<file path="src/rtl/adder_operand_loader_pkg.sv">
// Shared definitions for the adder lab: state encodings (also decoded by the
// LED display driver) and default widths.
package adder_operand_loader_pkg;

  localparam int unsigned WidthDefault = 4;
  localparam int unsigned CntWDefault  = 8;

  // Encodings are visible on the LEDs, so they must stay fixed.
  typedef enum logic [1:0] {
    StIdle  = 2'd0,
    StHaveA = 2'd1,
    StCalc  = 2'd2,
    StDone  = 2'd3
  } state_e;

  // States in which a load starts a new operation by capturing operand A.
  function automatic logic accepts_new_a(state_e s);
    return (s == StIdle) || (s == StDone);
  endfunction

endpackage

</file>
<file path="src/rtl/adder_operand_loader.sv">
// Operand loader and result capture for the lab's external combinational adder.
// Two load pulses capture A then B; the following cycle registers the adder's
// {carry, sum} and updates the wrap-around operation and carry counters.
module adder_operand_loader
  import adder_operand_loader_pkg::*;
#(
  parameter int unsigned WIDTH = WidthDefault,
  parameter int unsigned CNT_W = CntWDefault
) (
  input  logic             clk,
  input  logic             rst,
  input  logic [WIDTH-1:0] din,
  input  logic             load,
  input  logic             clear,
  output logic [WIDTH-1:0] a_out,
  output logic [WIDTH-1:0] b_out,
  input  logic [WIDTH-1:0] sum_in,
  input  logic             carry_in,
  output logic [WIDTH:0]   result,
  output logic             result_valid,
  output logic             busy,
  output logic [1:0]       state,
  output logic [CNT_W-1:0] op_count,
  output logic [CNT_W-1:0] ovf_count
);

  state_e             state_q, state_d;
  logic [WIDTH-1:0]   a_q, a_d;
  logic [WIDTH-1:0]   b_q, b_d;
  logic [WIDTH:0]     res_q, res_d;
  logic               valid_q, valid_d;
  logic [CNT_W-1:0]   op_q, op_d;
  logic [CNT_W-1:0]   ovf_q, ovf_d;

  // State register; reset has priority over everything.
  always_ff @(posedge clk) begin
    if (rst) begin
      state_q <= StIdle;
    end else begin
      state_q <= state_d;
    end
  end

  // Next-state logic; clear wins over load, and load in StCalc is dropped.
  always_comb begin
    state_d = state_q;
    if (clear) begin
      state_d = StIdle;
    end else begin
      unique case (state_q)
        StIdle, StDone: if (load) state_d = StHaveA;
        StHaveA:        if (load) state_d = StCalc;
        StCalc:         state_d = StDone;
        default:        state_d = StIdle;
      endcase
    end
  end

  // Datapath next values, decoded from the current state and inputs.
  always_comb begin
    a_d     = a_q;
    b_d     = b_q;
    res_d   = res_q;
    valid_d = valid_q;
    op_d    = op_q;
    ovf_d   = ovf_q;
    if (clear) begin
      // Soft clear abandons the operation but keeps the statistics.
      a_d     = '0;
      b_d     = '0;
      res_d   = '0;
      valid_d = 1'b0;
    end else if (state_q == StCalc) begin
      // Operands have been stable for a full cycle, so the adder has settled.
      res_d   = {carry_in, sum_in};
      valid_d = 1'b1;
      op_d    = op_q + CNT_W'(1);
      ovf_d   = ovf_q + {{(CNT_W-1){1'b0}}, carry_in};
    end else if (load) begin
      if (accepts_new_a(state_q)) begin
        // Old result stays on display until the next addition overwrites it.
        a_d     = din;
        b_d     = '0;
        valid_d = 1'b0;
      end else if (state_q == StHaveA) begin
        b_d = din;
      end
    end
  end

  // Datapath registers, including counters, all zeroed by reset.
  always_ff @(posedge clk) begin
    if (rst) begin
      a_q     <= '0;
      b_q     <= '0;
      res_q   <= '0;
      valid_q <= 1'b0;
      op_q    <= '0;
      ovf_q   <= '0;
    end else begin
      a_q     <= a_d;
      b_q     <= b_d;
      res_q   <= res_d;
      valid_q <= valid_d;
      op_q    <= op_d;
      ovf_q   <= ovf_d;
    end
  end

  // Outputs are direct register views.
  always_comb begin
    a_out        = a_q;
    b_out        = b_q;
    result       = res_q;
    result_valid = valid_q;
    busy         = (state_q == StCalc);
    state        = state_q;
    op_count     = op_q;
    ovf_count    = ovf_q;
  end

endmodule

</file>
<file path="config.mk">
export PLATFORM = sky130hd
export DESIGN_NAME = adder_operand_loader
export DESIGN_NICKNAME = d
export VERILOG_FILES = /design/src/rtl/adder_operand_loader_pkg.sv /design/src/rtl/adder_operand_loader.sv
export SDC_FILE = /design/constraint.sdc
export NUM_CORES = 1
export LEC_CHECK = 0
export CAP_MARGIN = 0
export CORE_MARGIN = 2
export CORE_UTILIZATION = 50
export CTS_BUF_LIST = sky130_fd_sc_hd__clkbuf_8
export DETAILED_ROUTE_END_ITERATION = 8
export PLACE_DENSITY = 0.9
export SYNTH_ARGS = -nofsm -noshare
export SYNTH_HDL_FRONTEND = slang
export SYNTH_SLANG_ARGS = --single-unit
export TNS_END_PERCENT = 5
</file>
<file path="constraint.sdc">
create_clock -name clk -period 3.24 [get_ports clk]
set_clock_uncertainty 0.05 [all_clocks]
set_input_delay 0.648 -clock clk [delete_from_list [all_inputs] [get_ports clk]]
set_output_delay 0.648 -clock clk [all_outputs]
set_load 0.05 [all_outputs]
</file>
After elaboration in Yosys (flattened, before gate mapping)
Index checks and enable logic that the tools add are counted.
{"block": "classes", "n_addsub": 2, "bitwise_logic": 2, "mux": 8, "n_reduce_logical": 12, "n_eq_ne": 5}
{"op": "adder 8 x 1 -> 8 bit", "count": 1}
{"op": "adder 8 x 1 -> 8 bit (second input constant)", "count": 1}
{"op": "2-to-1 mux 4 bit", "count": 2}
{"op": "case mux 2 bit (3 select lines)", "count": 1}
{"op": "AND reduction 2 bit", "count": 3}
{"op": "AND reduction 3 bit", "count": 2}
{"op": "nonzero test 2 bit", "count": 3}
{"op": "== test 2 bit (second input constant)", "count": 2}
{"op": "2-to-1 mux 2 bit", "count": 2}
{"op": "!= test 2 bit (second input constant)", "count": 2}
{"op": "OR reduction 2 bit", "count": 2}
{"op": "2-to-1 mux 1 bit", "count": 3}
{"op": "== test 2 x 1 -> 1 bit (second input constant)", "count": 1}
{"op": "logical NOT 2 bit", "count": 1}
{"op": "NOT 1 bit", "count": 2}
{"op": "logical OR 1 bit", "count": 1}
{"block": "word_totals", "output_inout_bits": 33, "regBits": 32, "wordCells": 36}

Logic depth before layout (Yosys ltp)
Gate-level depths: netlist (run 1).
{"block": "logic_depth", "ltp_word": 5, "ltp_mapped": 6, "depth_no_buf": 5}

Worst setup path after synthesis (run 1)
No wires, ideal clock.
{"block": "synth_path", "path_type": "reg-to-reg", "start": "reg state_q[1], in the netlist state[1]", "end": "reg op_q[3], in the netlist op_count[3]", "path_stages_with_launch": 6, "arrival_time_ns": 2.150, "path_buffers": 1, "setup_time_ns": 0.070, "synth_period_minus_slack_ns": 2.271, "slack_ns": 0.969, "required_time_ns": 3.120, "path_cell_list": "dfxtp_1 -> ha_1 -> nand2b_1 -> buf_2 -> or3_1 -> a21oi_1"}
{"block": "synth_between", "elab_chain_cells": 2}
{"element": "start: declaration", "line_no": "adder_operand_loader.sv:27", "text": "state_e state_q, state_d;"}
{"element": "start signal: assignment", "line_no": "adder_operand_loader.sv:38", "text": "state_q <= StIdle;"}
{"element": "start signal: assignment", "line_no": "adder_operand_loader.sv:40", "text": "state_q <= state_d;"}
{"element": "== test 2 bit"}
{"element": "named net busy", "line_no": "adder_operand_loader.sv:21", "text": "output logic busy,"}
{"element": "AND reduction 2 bit (no source line)"}
{"element": "end signal: assignment", "line_no": "adder_operand_loader.sv:105", "text": "op_q <= op_d;"}
{"element": "end: declaration", "line_no": "adder_operand_loader.sv:32", "text": "logic [CNT_W-1:0] op_q, op_d;"}
The timed path passes the listed nets, and every way through them passes these cells.
A chain may end at the register's enable or synchronous reset.

Worst setup path in the final report (run 1)
{"block": "layout_path", "start": "reg state_q[1], in the netlist state[1]", "end": "out busy"}
{"block": "layout_between", "elab_chain_cells": 1}
{"element": "== test 2 bit", "line_no": "adder_operand_loader.sv:116", "text": "busy = (state_q == StCalc);"}
{"element": "end: declaration", "line_no": "adder_operand_loader.sv:21"}
No other way between the ends.

==> results of run 1 <==
[flip-flops by register name (all words and copies together), names as in the netlist]
register      count
op_count          8
ovf_count         8
result            5
a_out             4
b_out             4
state             2
result_valid      1
[cell type report]
cell class / count / area share, %
clock buffer: 6 / 4.25
clock inverter: 2 / 0.387
sequential: 32 / 33.0
multi-input combinational: 113 / 35.4
tap: 31 / 2.00
inverter: 5 / 0.966
timing repair buffer: 47 / 24.0
[critical path: cells and delay by family, from the launching register on]
kind                     cells  cell delay (ns)
adder cells (fa/ha/maj)      1             0.19
flip-flops                   1             0.38
buffers and inverters        1             0.81
[synth_stat cells, drive strengths merged (3+ instances only)]
cell type  count  area share [%]
nand3          8             2.9
ha             5             4.5
nor2b          3             1.4
nand2b         3             1.4
buf            5             1.7
nand4          4             1.8
nor2          10             2.7
clkbuf         3            0.81
or4            4             2.2
inv            5             1.4
nand3b         7             3.8
or3            4             1.8
o31ai          4             2.2
nand2         18             4.9
o21ai          5             1.8
mux2i          5             3.6
xnor2          3             1.9
dfxtp         32              46
a21oi         22             8.0
[layer usage]
metal,vias up,GRT usage (%)
li1,646,-
met1,603,24.1
met2,55,35.0
met3,4,10.1
met4,0,7.14
met5,-,0
[power by group through the flow]
stage | Clock (W) | Sequential (W) | Combinational (W)
after CTS | 0.000311 | 0.000402 | 0.0000860
after global placement | 0 | 0.000410 | 0.0000829
final | 0.000307 | 0.000402 | 0.0000859
after global routing | 0.000332 | 0.000402 | 0.0000919
after floorplan | 0 | 0.000427 | 0.0000356
after detailed placement | 0 | 0.000411 | 0.0000857
[final timing paths]
check | startpoint | to | slack (ns) | depth (start not counted)
worst max-delay path | state[1]$_SDFFE_PP0P_ | busy | 0.88 | 2
worst min register to register | b_out[1]$_SDFFE_PP0P_ | b_out[1]$_SDFFE_PP0P_ | 0.40 | 2
worst max register to register | state[1]$_SDFFE_PP0P_ | ovf_count[5]$_SDFFE_PP0P_ | 1.28 | 5
worst min-delay path | b_out[1]$_SDFFE_PP0P_ | b_out[1]$_SDFFE_PP0P_ | 0.40 | 2
[layout by cell type, fill, tap and decap left out, types with 5 or more instances in the layout]
cell type	n
nand3_1	8
nand3b_1	7
inv_1	7
nand2_1	18
ha_1	5
nor2_1	10
mux2i_1	5
dfxtp_1	32
o21ai_0	5
a21oi_1	22
clkbuf_8	6
clkdlybuf4s50_1	45
[through the flow]
step	std cells	area (sq um)	hold WS (ns)	utilization (%)	worst slack, ns
3_3_place_gp	228	1850	0.389	68.9	0.943
3_5_place_dp	228	1850	0.397	68.9	0.824
5_1_grt	236	1940	0.432	72.3	0.806
4_1_cts	236	1940	0.406	72.3	0.877
6_report	236	1940	0.402	72.3	0.882
2_1_floorplan	158	1380	0.618	-	0.969
[logic make-up after synthesis]
logic type / after synthesis / synth area share [%]
flops: 32 / 46.3
simple gates: 65 / 25.1
buf+inv: 13 / 3.89
fa+ha+maj: 5 / 4.52
compound gates: 33 / 13.0
xor+xnor: 3 / 1.90
mux: 7 / 5.25
==> summary.txt, run 1 <==
Min path
  – Hold Path Class: register to register

GRT
  – GR Util All Layers: roughly a fifth
  – Vias in the first global route: about 1200
  – First-pass GRT wire length: about 5.3 mm
  – Initial antenna violation count: 0
  – Overflow after GRT: 0
  – Pin count of the biggest net entering global routing: 19

Synthesis
  – Register area share after synthesis: between 40% and 50%
  – Synth Flop Type: dfxtp_1
  – Syn Std Cell Area: around 1400 sq um
  – Ys Warns: 0
  – Ys async rst share: 0%
  – Syn Nets: 176
  – Yosys reg bits: 32
  – Syn_area_per_cell: roughly 8.8 sq um
  – Mapped Cells: between 150 and 200
  – Number of library cell types mapped by synthesis: 25
  – Post-synth EDFFs: 0

Setup path
  – Crit path largest cell delay: around 0.81 ns
  – CP cell instances: ha_1 -> clkdlybuf4s50_1
  – Worst Path Max Fanout: 4
  – Critical path launch point type: register
  – WS Path Type: register to output pin
  – Req. time, crit path: approximately 2.5 ns
  – Critical path endpoint category: output pin
  – CP arrival: approximately 1.7 ns
  – CP max stage cell: clkdlybuf4s50_1

Final layout
  – Post-layout net count: between 200 and 250
  – Multi-input gate area: approximately 690 sq um
  – Layout cells sized above 1: under 10%
  – Number of filler cells placed in the layout: ~210
  – P&R area growth vs syn: 40.5%
  – Inserted Diodes: 0
  – Sequential cell area: around 640 sq um

STA
  – Max Fclk: roughly 420 MHz
  – Min Tclk post-route: about 2.4 ns
  – RSZ-0062 raised after global routing: false
  – Setup TNS: 0 ns
  – Period utilization: slightly above 70%
  – Final Hold Fails: 0
  – Worst slew pin tran: between 0.5 and 0.6 ns
  – Final setup vio count: 0
  – Slew HR: approximately 64%
  – Count of final max-slew check failures: 0

Floorplanning
  – I/O Pins: 46
  – Core area: about 2700 sq um
  – Die Ht: between 50 and 60 um
  – FP Rows: 19
  – Initial Util: between 50% and 60%
  – Die X: ~57 um
  – Die ar.: about 3200 sq um

Power
  – Comb power frac: a little over a tenth
  – P_sw: ~0.00019 W
  – Seq pwr share: between 50% and 60%
  – Leak: approximately 0.67 nW
  – Power per cell area: between 400 and 500 nW/um^2
  – VDD IR max: approximately 0.0004 V
  – Clock network power share: about two fifths
  – Total power: 0.000795 W
  – Net Sw Frac: 24.3%
  – Internal power: 0.000601 W

Clock tree
  – Post-CTS setup buffers: 0
  – Number of buffers created by CTS: 5
  – CTS Buffer Depth: 2
  – CTS tree: done
  – Clk slew on worst S/H paths: roughly 0.060 ns
  – Post_cts resized: 0
  – # hold bufs at CTS: 0
  – Clk sinks: 32
  – Clk root buf: clkbuf_8
  – Worst skew pair latency: around 0.29 ns
  – H-tree depth: 2

Routing
  – Routed length on met1: between 1 and 1.5 mm
  – Routed Antenna Nets: 0
  – Drt total wl: approximately 3.2 mm
  – DRT iter0 DRCs: between 40 and 50
  – Routed len/inst: about 14 um
  – DRT Pass-1 Iters: 4
  – # DRC: 0
  – Vias: 1308
  – Met3 Wirelength: 305 um
  – WL met2: 1.56 mm
  – Highest Signal Layer: met4
  – Drt via density: 5.54

Place
  – Final GP Congestion: between 0.7 and 0.8
  – Input/output buffers: 45
  – HPWL after DPL: ~2.3 mm

Job
  – Max_cap viols: 0

Status
  – Status: complete, no violations
No activity file was read; power rests on OpenSTA's default activity.
==> run 2, diff against run 1 <==
--- a/config.mk
+++ b/config.mk
@@ -7,10 +7,10 @@
 export LEC_CHECK = 0
 export CAP_MARGIN = 0
 export CORE_MARGIN = 2
-export CORE_UTILIZATION = 50
+export CORE_UTILIZATION = 47
 export CTS_BUF_LIST = sky130_fd_sc_hd__clkbuf_8
 export DETAILED_ROUTE_END_ITERATION = 8
-export PLACE_DENSITY = 0.9
+export PLACE_DENSITY = 0.86
 export SYNTH_ARGS = -nofsm -noshare
 export SYNTH_HDL_FRONTEND = slang
 export SYNTH_SLANG_ARGS = --single-unit
==> constraint.sdc (replaced) <==
create_clock -name clk -period 2.43 [get_ports clk]
set_clock_uncertainty 0.05 [all_clocks]
set_input_delay 0.486 -clock clk [delete_from_list [all_inputs] [get_ports clk]]
set_output_delay 0.486 -clock clk [all_outputs]
set_load 0.05 [all_outputs]
==> run 2 against run 1 <==
Net effect: sequential power rose by 33%; register-to-register slack worse by 0.84 ns; utilization decreased by 1.9 points; sequential share of layout area down 0.27 points; critical path depth decreased by 1; worst setup slack worse by 0.53 ns; non-clock buffer count unchanged; flip-flop and latch count unchanged; clock power is 43% higher; global-route usage down 0.96 points; critical endpoint is now op_count[3]; highest routed layer unchanged.
==> summary.txt, run 2 (same netlist as run 1, synthesis figures left out) <==
Status
  – Status: complete, no violations

Routing
  – DRT Pass-1 Iters: 4 (unchanged)
  – Routed Antenna Nets: 0 (unchanged)
  – DRT iter0 DRCs: 30 (-29%)
  – Routed len/inst: 13.1 um (-2.9%)
  – Vias: 1271 (-2.8%)
  – Drt via density: 5.41 (-2.4%)
  – # DRC: 0 (unchanged)
  – Drt total wl: 3.08 mm (-3.3%)

Final layout
  – Commonest non-fill, non-tap cells in the layout: 44 x clkdlybuf4s50_1, 32 x dfxtp_1, 22 x a21oi_1
  – Most common cell after layout, fill and taps aside: clkdlybuf4s50_1
  – Post-layout net count: 222 (unchanged)
  – Inserted Diodes: 0 (unchanged)
  – P&R area growth vs syn: 41.6%
  – Final Core Density: 70.4% (-1.9 points)
  – Layout cells sized above 1: 6.37% (+1.0 points)
  – Non-Filler Cell Area, Final: 1960 sq um (+0.84%)

Place
  – Post-DP Area: 1860 sq um (+0.54%)
  – Input/output buffers: 45 (unchanged)
  – HPWL after DPL: 2.28 mm (-0.99%)
  – Final GP Congestion: 0.786 (+6.3%)

STA
  – Count of final max-slew check failures: 0 (unchanged)
  – Final setup vio count: 0 (unchanged)
  – Worst slew pin tran: 0.517 ns (-0.0168 ns)
  – Final Hold Fails: 0 (unchanged)
  – Min Tclk post-route: about 2.1 ns
  – Max Fclk: ~480 MHz
  – Setup TNS: 0 ns (unchanged)
  – RSZ-0062 raised after global routing: false
  – Slew HR: 65.4% (+1.1 points)
  – Period utilization: 85.4%

Clock tree
  – Clk root buf: clkbuf_8
  – Post_cts resized: 0 (unchanged)
  – CTS tree: done
  – Clk sinks: 32 (unchanged)
  – # hold bufs at CTS: 0 (unchanged)
  – Post-CTS setup buffers: 0 (unchanged)
  – Clk slew on worst S/H paths: 0.06 ns (about the same)
  – Number of buffers created by CTS: 5 (unchanged)
  – Worst skew pair latency: 0.28 ns (about the same)
  – H-tree depth: 2 (unchanged)
  – CTS Buffer Depth: 2 (unchanged)

Setup path
  – CP max stage cell: clkdlybuf4s50_1
  – Worst Path Max Fanout: 7 (+3)
  – Buf+Inv Stages, Crit Path: 1 (unchanged)
  – Reg2reg start: state[1]$_SDFFE_PP0P_
  – Crit path largest cell delay: 0.84 ns (+0.03 ns)
  – CP top delay family: buffers and inverters
  – Reg2reg end: op_count[7]$_SDFFE_PP0P_
  – CP arrival: 1.54 ns (-0.12 ns)
  – Req. time, crit path: 1.89 ns (-0.65 ns)
  – Critical path launch point type: register
  – WS Path Type: register to output pin
  – CP cell instances: clkdlybuf4s50_1
  – Worst setup startpoint: op_count[3]$_SDFFE_PP0P_
  – R2r setup slk: 0.44 ns (-0.84 ns)
  – Reg2Reg Depth: 4 (-1)
  – Critical path endpoint category: output pin

Min path
  – Hold Path Class: register to register
  – Hold Startpoint: b_out[0]$_SDFFE_PP0P_
  – Hold EP: b_out[0]$_SDFFE_PP0P_
  – Min-Delay Path Depth: 2 (unchanged)

Power
  – Power per cell area: 557 nW/um^2 (+36%)
  – Internal power: 0.000833 W (+39%)
  – Seq pwr share: 49.2% (-1.4 points)
  – Clock network power share: 40.2% (+1.6 points)
  – P_sw: 0.000257 W (+33%)
  – Leak: 0.667 nW (+0.20%)
  – VDD IR max: 0.000505 V (+28%)
  – Net Sw Frac: 23.6% (-0.75 points)
  – Comb power frac: 10.6% (-0.2 points)

GRT
  – Pin count of the biggest net entering global routing: 17 (-2)
  – First-pass GRT wire length: 5.19 mm (-2.2%)
  – GR Util All Layers: 20.3% (-0.96 points)
  – Overflow after GRT: 0 (unchanged)
  – Initial antenna violation count: 0 (unchanged)
  – Vias in the first global route: 1241 (-0.64%)

Floorplanning
  – Die ar.: 3390 sq um (+5.9%)
  – Die X: 58.2 um (+2.9%)
  – Die Ht: 58.2 um (+2.9%)
  – FP Rows: 19 (unchanged)
  – I/O Pins: 46 (unchanged)
  – Initial Util: 49.7% (-1.8 points)
  – Core area: 2780 sq um (+3.5%)

Job
  – Max_cap viols: 0 (unchanged)
## run 2: cell count changes in the layout (fill, tap and decap cells not counted), sizes merged
| cell | change |
|---|---|
| clkbuf | +1 |
| clkdlybuf4s50 | -1 |
| buf | +1 |
| inv | -2 |
## run 2: worst max path at each step
stage	slack, ns	end	cells past startpoint
final	0.35	op_count[3]	1
after global placement	0.31	ovf_count[7]$_SDFFE_PP0P_	4
after CTS	0.34	op_count[4]	1
after floorplan	0.16	op_count[3]$_SDFFE_PP0P_	5
after global routing	0.29	op_count[3]	1
after detailed placement	0.22	op_count[7]$_SDFFE_PP0P_	4
## run 2: through the flow
| stage | hold slack, ns | power (W) | setup WS (ns) | std cells |
|---|---|---|---|---|
| after global placement | 0.389 | 0.000660 | 0.310 | 228 |
| after global routing | 0.435 | 0.00113 | 0.288 | 235 |
| after floorplan | 0.583 | 0.000617 | 0.159 | 158 |
| after CTS | 0.405 | 0.00110 | 0.339 | 235 |
| after detailed placement | 0.397 | 0.000662 | 0.217 | 228 |
| final | 0.402 | 0.00109 | 0.354 | 235 |
## run 2: routing by layer
metal | global-route usage, % | part of all wire (%) | routed length [um]
met5 | 0 | 0 | 0
met4 | 7.64 | 0.55 | 17
met3 | 10.3 | 7.4 | 229
met2 | 33.6 | 49 | 1500
met1 | 22.4 | 43 | 1340
## run 2: power by group through the flow
stage / clock network, W / logic [W] / registers, W
3_3_place_gp: 0 / 0.000113 / 0.000547
2_1_floorplan: 0 / 0.0000474 / 0.000570
3_5_place_dp: 0 / 0.000115 / 0.000548
6_report: 0.000438 / 0.000115 / 0.000536
5_1_grt: 0.000473 / 0.000124 / 0.000536
4_1_cts: 0.000450 / 0.000116 / 0.000536
## run 2: area by class of cell
class                   instances  area (sq um)
clock buffers                   7          96.3
fillers                       242           823
flip-flops and latches         32           641
multi-input cells             113           688
repair buffers                 47           475
well taps                      31          38.8
inverters                       5          18.8
